File: config.mk
export PLATFORM = sky130hd
export DESIGN_NAME = lsm_sequencer
export DESIGN_NICKNAME = d
export VERILOG_FILES = /design/src/rtl/lsm_pkg.sv /design/src/rtl/lsm_prio_enc.sv /design/src/rtl/lsm_sequencer.sv
export SDC_FILE = /design/constraint.sdc
export NUM_CORES = 1
export LEC_CHECK = 0
export CAP_MARGIN = 20
export CORE_MARGIN = 2
export CORE_UTILIZATION = 51
export CTS_BUF_LIST = sky130_fd_sc_hd__clkbuf_2
export CTS_CLUSTER_SIZE = 16
export DETAILED_ROUTE_END_ITERATION = 6
export PLACE_DENSITY = 0.88
export SYNTH_ARGS = -nofsm -noshare
export SYNTH_HDL_FRONTEND = slang
export SYNTH_HIERARCHICAL = 1
export SYNTH_SLANG_ARGS = --single-unit
File: constraint.sdc
create_clock -name clk -period 4.05 [get_ports clk]
set_clock_uncertainty 0.15 [all_clocks]
set_input_delay 0.405 -clock clk [delete_from_list [all_inputs] [get_ports clk]]
set_output_delay 0.405 -clock clk [all_outputs]
set_load 0.05 [all_outputs]
File: src/rtl/lsm_pkg.sv
// Shared encodings for the LDM/STM sequencer: FSM state codes and IR field positions.
package lsm_pkg;

   localparam logic [1:0] LSM_IDLE = 2'd0;
   localparam logic [1:0] LSM_XFER = 2'd1;
   localparam logic [1:0] LSM_WB   = 2'd2;
   localparam logic [1:0] LSM_DONE = 2'd3;

   localparam int IR_L_BIT    = 20;
   localparam int IR_W_BIT    = 21;
   localparam int IR_LIST_MSB = 15;

endpackage

File: src/rtl/lsm_prio_enc.sv
// Lowest-set-bit priority encoder: yields the index of the lowest set mask bit plus an any-set flag.
module lsm_prio_enc #(
   parameter int NREGS = 16
) (
   input  logic [NREGS-1:0]         mask,
   output logic [$clog2(NREGS)-1:0] idx,
   output logic                     any
);

   localparam int IDX_W = $clog2(NREGS);

   // Scan from the top down so the lowest set bit is the last one written.
   always_comb begin
      idx = '0;
      any = |mask;
      for (int i = NREGS - 1; i >= 0; i--) begin
         if (mask[i]) idx = i[IDX_W-1:0];
      end
   end

endmodule

File: src/rtl/lsm_sequencer.sv
// LDM/STM block-transfer sequencer: walks the IR register list lowest-first, one beat per
// memory handshake, then an optional base write-back and a one-cycle completion pulse.
module lsm_sequencer
   import lsm_pkg::*;
#(
   parameter int NREGS = 16,
   parameter int CNT_W = 5
) (
   input  logic             clk,
   input  logic             rst,
   input  logic             start,
   input  logic [31:0]      ir,
   input  logic             mem_ready,
   output logic             busy,
   output logic             xfer_valid,
   output logic             xfer_load,
   output logic [3:0]       reg_counter,
   output logic             lsm_rd_mux,
   output logic             latch_reg,
   output logic             write_back,
   output logic [CNT_W-1:0] beat_index,
   output logic [CNT_W-1:0] reg_count,
   output logic             pc_loaded,
   output logic             done
);

   logic [1:0]       state_q;
   logic [NREGS-1:0] mask_q;
   logic             load_q;
   logic             wb_q;
   logic             pc_bit_q;
   logic [CNT_W-1:0] beat_q;
   logic [CNT_W-1:0] count_q;

   logic [3:0]       enc_idx;
   logic             enc_any;
   logic [NREGS-1:0] list;
   logic [NREGS-1:0] mask_clr;
   logic             in_xfer;
   logic             unused_ir;

   function automatic logic [CNT_W-1:0] popcount(input logic [NREGS-1:0] v);
      logic [CNT_W-1:0] n;
      n = '0;
      for (int i = 0; i < NREGS; i++) begin
         n = n + CNT_W'(v[i]);
      end
      return n;
   endfunction

   assign list      = ir[IR_LIST_MSB:0];
   assign unused_ir = ^{ir[31:IR_W_BIT+1], ir[IR_L_BIT-1:IR_LIST_MSB+1]};

   // x & (x-1) drops exactly the lowest set bit, i.e. the register just transferred.
   assign mask_clr = mask_q & (mask_q - NREGS'(1));

   lsm_prio_enc #(
      .NREGS (NREGS)
   ) u_prio_enc (
      .mask (mask_q),
      .idx  (enc_idx),
      .any  (enc_any)
   );

   always_ff @(posedge clk) begin
      if (rst) begin
         state_q  <= LSM_IDLE;
         mask_q   <= '0;
         load_q   <= 1'b0;
         wb_q     <= 1'b0;
         pc_bit_q <= 1'b0;
         beat_q   <= '0;
         count_q  <= '0;
      end else begin
         case (state_q)
            LSM_IDLE: begin
               if (start) begin
                  mask_q   <= list;
                  load_q   <= ir[IR_L_BIT];
                  wb_q     <= ir[IR_W_BIT];
                  pc_bit_q <= ir[IR_LIST_MSB];
                  count_q  <= popcount(list);
                  beat_q   <= '0;
                  // An empty list skips both beats and write-back.
                  state_q  <= (list != '0) ? LSM_XFER : LSM_DONE;
               end
            end
            LSM_XFER: begin
               if (mem_ready) begin
                  mask_q <= mask_clr;
                  beat_q <= beat_q + CNT_W'(1);
                  if (mask_clr == '0) state_q <= wb_q ? LSM_WB : LSM_DONE;
               end
            end
            LSM_WB:   state_q <= LSM_DONE;
            LSM_DONE: state_q <= LSM_IDLE;
            default:  state_q <= LSM_IDLE;
         endcase
      end
   end

   assign in_xfer     = (state_q == LSM_XFER) && enc_any;
   assign busy        = (state_q != LSM_IDLE);
   assign xfer_valid  = in_xfer;
   assign xfer_load   = in_xfer && load_q;
   assign reg_counter = in_xfer ? enc_idx : 4'd0;
   assign lsm_rd_mux  = in_xfer;
   assign latch_reg   = in_xfer && load_q && mem_ready;
   assign write_back  = (state_q == LSM_WB);
   assign beat_index  = beat_q;
   assign reg_count   = count_q;
   assign done        = (state_q == LSM_DONE);
   assign pc_loaded   = (state_q == LSM_DONE) && load_q && pc_bit_q;

endmodule

Yosys cells after proc, flatten, opt, wreduce, memory -nomap -nowiden. Index checks and enable logic that the tools add are counted.

Equality and inequality tests: 6. Reduce and logical (&&, ||, !) cells: 14. Muxes and demuxes: 29. $add $sub $neg: 17. Bitwise gates (word level): 1.

Operators by type and width (number): $mux W4 (17); $add A5 B1 Y5 (11); $mux W16 (2); $pmux W16 S2 (1); $and A16 B16 Y16 (1); $logic_not A16 Y1 (1); $reduce_bool A16 Y1 (1); $reduce_or A16 Y1 (1); $sub A16 B1 Y16 const B (1); $mux W5 (2); $pmux W5 S2 (1); $mux W2 (4); $pmux W2 S4 (1); $ne A2 B2 Y1 const B (3); $reduce_and A3 Y1 (2); $add A4 B1 Y5 (1); $add A5 B1 Y5 const B (1); $logic_and A1 B1 Y1 (5); $add A3 B1 Y4 (1); $eq A2 B2 Y1 const B (2); $reduce_bool A2 Y1 (2); $add A2 B1 Y3 (1); $add A1 B1 Y2 (1); $eq A2 B1 Y1 const B (1); other kinds (3) (3).

Bits in registers: 31. Output and inout port bits: 22. Word-level logic and storage cells: 74. Input bits: 36.

Logic depth before layout (Yosys ltp). Gate-level depths: netlist of run 1.

Depth after elaboration: 17. Gate-level depth with buffers: 13. Gate-level depth less buffers: 13.

By module. Netlist of run 1, hierarchy kept.

Modules (own cells, without submodules): lsm_sequencer (seq. area each 620.6 µm², cells an instance 261, times used 1, area each 2127.0 µm²); lsm_prio_enc (seq. area each 0.0 µm², cells an instance 34, times used 1, area each 176.4 µm²).

Worst setup path before layout of run 1. Ideal clock, no wire load.

Path kind: input to register. From: input port ir[0]. To: register count_q[3], in the netlist reg_count[3]. Path buffers: 0. Setup time: 0.071 ns. Data required time: 3.829 ns. Slack: 0.434 ns. Arrival: 3.395 ns. Cell stages on the path: 12. Path through: fa_1 -> inv_1 -> fa_1 -> fa_1 -> fa_1 -> inv_1 -> ha_1 -> a21o_1 -> a21oi_1 -> xnor2_1 -> nand2_1 -> a21oi_1.

Cells in the longest elaborated chain, start to end: 15.

Ends and longest elaborated chain: from (decl) (line lsm_sequencer.sv:12) `input logic [31:0] ir,`; $add A1 B1 Y2 (line lsm_sequencer.sv:46) `n = n + CNT_W'(v[i]);`; $add A2 B1 Y3 (line lsm_sequencer.sv:46); $add A3 B1 Y4 (line lsm_sequencer.sv:46); $add A4 B1 Y5 (line lsm_sequencer.sv:46); $add A5 B1 Y5 (11 in a row) (line lsm_sequencer.sv:46); to (signal assigned) (line lsm_sequencer.sv:82) `count_q <= popcount(list);`; to (decl) (line lsm_sequencer.sv:33) `logic [CNT_W-1:0] count_q;`.

Every way passes these cells. A chain may end at the register's enable or synchronous reset.

Worst setup path after layout of run 1.
From: input port ir[5]. To: register count_q[2], in the netlist reg_count[2].

Cells in the longest elaborated chain, start to end: 11.

Ends and longest elaborated chain (line): $add A5 B1 Y5 (11 in a row) (lsm_sequencer.sv:46).

Every way passes these cells.

==> results of run 1 <==
[cell type report]
cell class                 count  area (um2)
tap                           52        65.1
multi-input combinational    227        1540
sequential                    31         621
clock inverter                 3        38.8
timing repair buffer          55         541
fill                         352        1430
inverter                      27         101
clock buffer                   5        25.0
[cells in the mapped netlist, types with 2 or more instances]
| cell type | instances |
|---|---|
| clkbuf_1 | 6 |
| a211oi_2 | 2 |
| o21ai_0 | 13 |
| nor2_2 | 2 |
| and3_1 | 8 |
| xor2_1 | 3 |
| nor3_1 | 10 |
| nor2_1 | 36 |
| and2_1 | 3 |
| or2_1 | 2 |
| o31ai_1 | 2 |
| o211ai_1 | 3 |
| nor2b_1 | 2 |
| buf_2 | 3 |
| nand2_1 | 39 |
| ha_1 | 12 |
| nor4_1 | 6 |
| nand4_1 | 2 |
| fa_1 | 10 |
| a31oi_1 | 3 |
| nand3_1 | 3 |
| a21oi_1 | 21 |
| dfxtp_1 | 31 |
| inv_1 | 26 |
| o21ai_1 | 3 |
| a22oi_1 | 15 |
| nand4_2 | 2 |
[critical path, delay by kind of cell]
kind                     cells  cell delay [ns]
buffers and inverters        4             0.62
adder cells (fa/ha/maj)      6             2.49
AO/OA/AOI/OAI                1             0.14
AND/OR/NAND/NOR              3             0.31
[state kept, by name (all words and copies together), names as in the netlist]
register,flops
wb_q,1
beat_index,5
mask_q,16
reg_count,5
load_q,1
pc_bit_q,1
state_q,2
[layout by cell type, fill, tap and decap left out, types with 2 or more instances in the layout]
cell and n:
buf_4 11, nor3_1 10, o21ai_0 13, dfxtp_1 31, nor2_1 36, a21oi_1 21, a31oi_1 3, nor4_1 6
clkdlybuf4s50_1 43, nand4_2 2, xor2_1 3, nand2_1 39, fa_1 10, clkbuf_2 5, nand3_1 3, inv_1 26
a211oi_2 2, and3_1 8, o211ai_1 3, nand4_1 2, and2_1 3, o31ai_1 2, nor2b_1 2, a22oi_1 15
ha_1 12, nor2_2 2, o21ai_1 3, or2_1 2
[report_power, final]
part           total (W)  internal (W)  switching, W  leakage (nW)
clock network   0.000223      0.000102      0.000121        0.0404
logic            0.00158      0.000606      0.000975         0.950
registers       0.000529      0.000386      0.000143         0.254
total            0.00233       0.00109       0.00124          1.24
[worst max path at each step]
stage / from / end / slack [ns] / cells past startpoint
after floorplan: ir[0] / reg_count[3] / 0.43 / 12
after global placement: ir[5] / reg_count[2] / -0.17 / 14
after detailed placement: ir[0] / reg_count[2] / -0.18 / 14
after CTS: ir[0] / reg_count[2] / 0.26 / 14
after global routing: ir[0] / reg_count[4] / 0.08 / 13
final: ir[5] / reg_count[2] / 0.25 / 14
[routing by layer]
| layer | GRT usage, % | vias up |
|---|---|---|
| met5 | 0 | - |
| met3 | 5.84 | 24 |
| met1 | 32.2 | 1115 |
| met4 | 11.1 | 0 |
| li1 | - | 1151 |
| met2 | 42.8 | 87 |
[cells by family after synthesis]
family	synth area share, %
xor gates and xnor gates	1.52
and+or+nand+nor	27.2
muxes	0.435
adders and majority gates	15.2
AOI/OAI and AO/OA	22.4
buffers and inverters	6.35
DFF	26.9
[through the flow]
step | setup slack (ns) | hold slack (ns) | util [%]
after CTS | 0.262 | 0.322 | 67.2
after global placement | -0.168 | 0.291 | 65.1
after floorplan | 0.434 | 0.282 | -
after global routing | 0.0772 | 0.343 | 67.2
after detailed placement | -0.183 | 0.300 | 65.8
final | 0.255 | 0.316 | 67.2
==> metrics.txt, run 1 <==
All-Layer GR Usage 25.8%; Most used DFF post-synth dfxtp_1; Gate Count Post-Synth 295; EDFF count, synth 0; cell total after placement 392; f_max 263 MHz; MaxCap Viol Count 0; Horiz. Die Dim 71.2 um; Yosys warnings 6; Cell Area, Synth 0.00230 mm2; worst path cell trace clkdlybuf4s50_1 -> fa_1 -> inv_1 -> fa_1 -> fa_1 -> fa_1 -> inv_1 -> ha_1 -> inv_1 -> fa_1 -> nor2b_1 -> nor3_1 -> a21oi_1 -> nor2_1; clk buf depth 2; Routed Antenna Nets 0; RSZ-0062 raised after global routing no; initial antenna violation count 0; DR iter-0 viols 157; largest net degree at the start of global routing 23; Leak 1.24 nW; root buffer cell clkbuf_2; H-tree depth 2; grt total ovfl 0; post-DP HPWL 4.57 mm; met1 wire length 2.59 mm; first-pass GRT wire length 10.4 mm; final critical-path required period 3.80 ns; die height 71.2 um; Worst Path Max Fanout 2; Reg clk slew, reported paths 0.18 ns; max-slew violation count 0; First-pass DRT Iterations 6; postcts setup bufs 0; sequential share of the synthesized area 26.9%; CP dominant cell by count fa_1; vias after detailed routing 2,377; r2r worst-path depth 8; Avg Inst Size Synth 7.81 um2; Clk Latency, worst-skew pair 0.40 ns; outcome finished clean; Ant. Diodes 0; Worst Setup End Kind flop; Reg-to-Reg Start state_q[1]; hold crit path type reg -> reg; starting density of the core 52.9%; DP Area 0.00286 mm2; CORE AREA 0.00435 mm2; Mapped Nets 353; FF-to-FF End mask_q[7]; synth unique cells 54; share of the synthesized area in the top cell type 26.9%; post-CTS sizing 0; RePlAce Congestion 0.929; Synth area leaders dfxtp_1 (27%), fa_1 (8.7%), ha_1 (6.5%), nand2_1 (6.4%), nor2_1 (5.9%); worst endpoint required time 4.22 ns; Worst-Margin Slew 0.811 ns; Seq cells post-synth 31; drt total wl 6.04 mm; PwrDens 797 mW/mm2; NumNets Final 405; Num CTS Buffers 5; uppermost routed layer met4; fin crit share 93.7%; max incr delay on CP 0.56 ns; Final Instance Area 0.00293 mm2; port bufs 43; Die ar. 0.00507 mm2; total power 0.00233 W; Setup TNS Final 0 ns; vias in the first global route 2,256; P&R area growth vs syn 27.1%; Hold Path Sink reg_count[3]; CTS Hold Bufs 0; slowest cell on the critical path fa_1; leading area contributor after synthesis dfxtp_1; kind of critical path in -> reg; count of non-filler cells in the finished layout 400; Relative slew margins 45.9%; DR WL/cell 15.1 um; DRC violations left 0; hold depth 2; io pins 58; TritonCTS clock tree done; met2 wire len 2.93 mm; Hold Fails Final Rpt 0; Min-Delay Startpoint reg_count[3]; CTS Sinks 31; maximum vdd drop 0.000520 V; Final setup viols 0; WP data arrival 3.97 ns; met3 routed WL 348 um; worst reg-to-reg setup slack 1.31 ns; Startpoint Class input pin; Rows 24; layout cell share with drive strength beyond 1 10.1%; Via density 5.94; Synth async-reset ratio 0%
(Power assumes the default switching activity.)
==> inputs of run 2 (changes only) <==
--- a/config.mk
+++ b/config.mk
@@ -7,11 +7,12 @@
 export LEC_CHECK = 0
 export CAP_MARGIN = 20
 export CORE_MARGIN = 2
-export CORE_UTILIZATION = 51
+export CORE_UTILIZATION = 55
 export CTS_BUF_LIST = sky130_fd_sc_hd__clkbuf_2
 export CTS_CLUSTER_SIZE = 16
 export DETAILED_ROUTE_END_ITERATION = 6
-export PLACE_DENSITY = 0.88
+export PLACE_DENSITY = 0.93
+export SLEW_MARGIN = 5
 export SYNTH_ARGS = -nofsm -noshare
 export SYNTH_HDL_FRONTEND = slang
 export SYNTH_HIERARCHICAL = 1
==> constraint.sdc (replaced) <==
create_clock -name clk -period 4.4 [get_ports clk]
set_clock_uncertainty 0.15 [all_clocks]
set_input_delay 0.44 -clock clk [delete_from_list [all_inputs] [get_ports clk]]
set_output_delay 0.44 -clock clk [all_outputs]
set_load 0.05 [all_outputs]
==> metrics.txt, run 2 (synthesis gave the netlist of run 1 again) <==
outcome finished clean; largest net degree at the start of global routing 32; Routed Antenna Nets 0; Final Util 70.4%; Worst Setup End Kind flop; RePlAce Congestion 0.833; kind of critical path in -> reg; Relative slew margins 47.8%; RSZ-0062 raised after global routing no; root buffer cell clkbuf_2; H-tree depth 2; Num CTS Buffers 5; vias after detailed routing 2,379; met3 Usage GRT 4.71%; Reg clk slew, reported paths 0.15 ns; most common cell after layout, fill and taps aside clkdlybuf4s50_1; maximum vdd drop 0.000374 V; Clk Latency, worst-skew pair 0.39 ns; most flop-heavy register mask_q; Horiz. Die Dim 68.7 um; Ant. Diodes 0; fin crit share 89.0%; CORE AREA 0.00403 mm2; worst endpoint required time 4.57 ns; Final setup viols 0; max-slew violation count 0; grt total ovfl 0; f_max 255 MHz; Sequential Power Share 23.5%; routing usage on met2 45.4%; clock network fraction of design power 6.6%; First-pass DRT Iterations 4; hold crit path type reg -> reg; WP data arrival 4.09 ns; first-pass GRT wire length 9.70 mm; DRC violations left 0; vias in the first global route 2,174; die height 68.7 um; NumNets Final 397; Leak 1.19 nW; io pins 58; starting density of the core 57.2%; final critical-path required period 3.92 ns; Pint 0.000934 W; layout cell share with drive strength beyond 1 7.67%; DR WL/cell 15.9 um; Setup TNS Final 0 ns; most frequent cells in the layout clkdlybuf4s50_1 (43), nand2_1 (39), nor2_1 (36), dfxtp_1 (31), inv_1 (26); DR iter-0 viols 189; routing usage on met1 35.3%; post-DP HPWL 4.53 mm; Startpoint Class input pin; Hold Fails Final Rpt 0; Sw Share 55.0%; MaxCap Viol Count 0; clk buf depth 2; Gate power share 69.9%; initial antenna violation count 0; most crowded layer after global routing met2; post-CTS sizing 0; Rows 23; max reg flops 16; P&R area growth vs syn 23.1%; sw power 0.00114 W; CTS Hold Bufs 0; Via density 6.12; postcts setup bufs 0; Worst-Margin Slew 0.783 ns; CTS Sinks 31; PwrDens 732 mW/mm2; Worst Path Max Fanout 3; drt total wl 6.18 mm; TritonCTS clock tree done; port bufs 43; All-Layer GR Usage 27.8%; Die ar. 0.00472 mm2
[run 2: per-layer routing]
metal / routed length (um) / share of wire (%) / vias to the layer above
met3: 462 / 7.5 / 19
met1: 2540 / 41 / 1125
met4: 184 / 3.0 / 0
met5: 0 / 0 / -
li1: - / - / 1124
met2: 2990 / 48 / 111
[run 2: path summary, 6_finish.rpt]
path	from	endpoint	slack, ns	depth (start not counted)
worst max-delay path	ir[1]	reg_count[3]	0.48	13
worst min-delay path	pc_bit_q	pc_bit_q	0.32	2
worst max register to register	state_q[1]	mask_q[15]	1.42	8
worst min register to register	pc_bit_q	pc_bit_q	0.32	2
[run 2: critical path, stage by stage]
cell	delay (ns)
clkdlybuf4s50_1	0.47
fa_1	0.53
inv_1	0.07
fa_1	0.41
fa_1	0.49
fa_1	0.60
inv_1	0.06
ha_1	0.30
a21o_1	0.16
a21oi_1	0.19
xnor2_1	0.14
nand2_1	0.07
a21oi_1	0.15
[run 2: power groups by stage]
stage	clock, W	combinational (W)	sequential [W]
2_1_floorplan	0	0.00105	0.000509
6_report	0.000137	0.00145	0.000488
5_1_grt	0.000147	0.00160	0.000499
3_3_place_gp	0	0.00136	0.000483
3_5_place_dp	0	0.00141	0.000487
4_1_cts	0.000137	0.00142	0.000482
[run 2: stage by stage]
| stage | hold slack, ns | cells | setup slack [ns] | total power, W | area [um2] |
|---|---|---|---|---|---|
| 6_report | 0.325 | 389 | 0.484 | 0.00208 | 2840 |
| 5_1_grt | 0.348 | 389 | 0.333 | 0.00225 | 2840 |
| 4_1_cts | 0.320 | 387 | 0.470 | 0.00204 | 2800 |
| 3_5_place_dp | 0.300 | 380 | 0.0559 | 0.00190 | 2770 |
| 3_3_place_gp | 0.291 | 380 | 0.132 | 0.00184 | 2770 |
| 2_1_floorplan | 0.282 | 295 | 0.749 | 0.00156 | 2300 |
[run 2: area by class of cell]
type / count / area (um2)
timing repair buffer: 47 / 480
inverter: 27 / 101
clock buffer: 5 / 25.0
fill: 334 / 1190
multi-input combinational: 227 / 1540
clock inverter: 2 / 8.76
sequential: 31 / 621
tap: 50 / 62.6
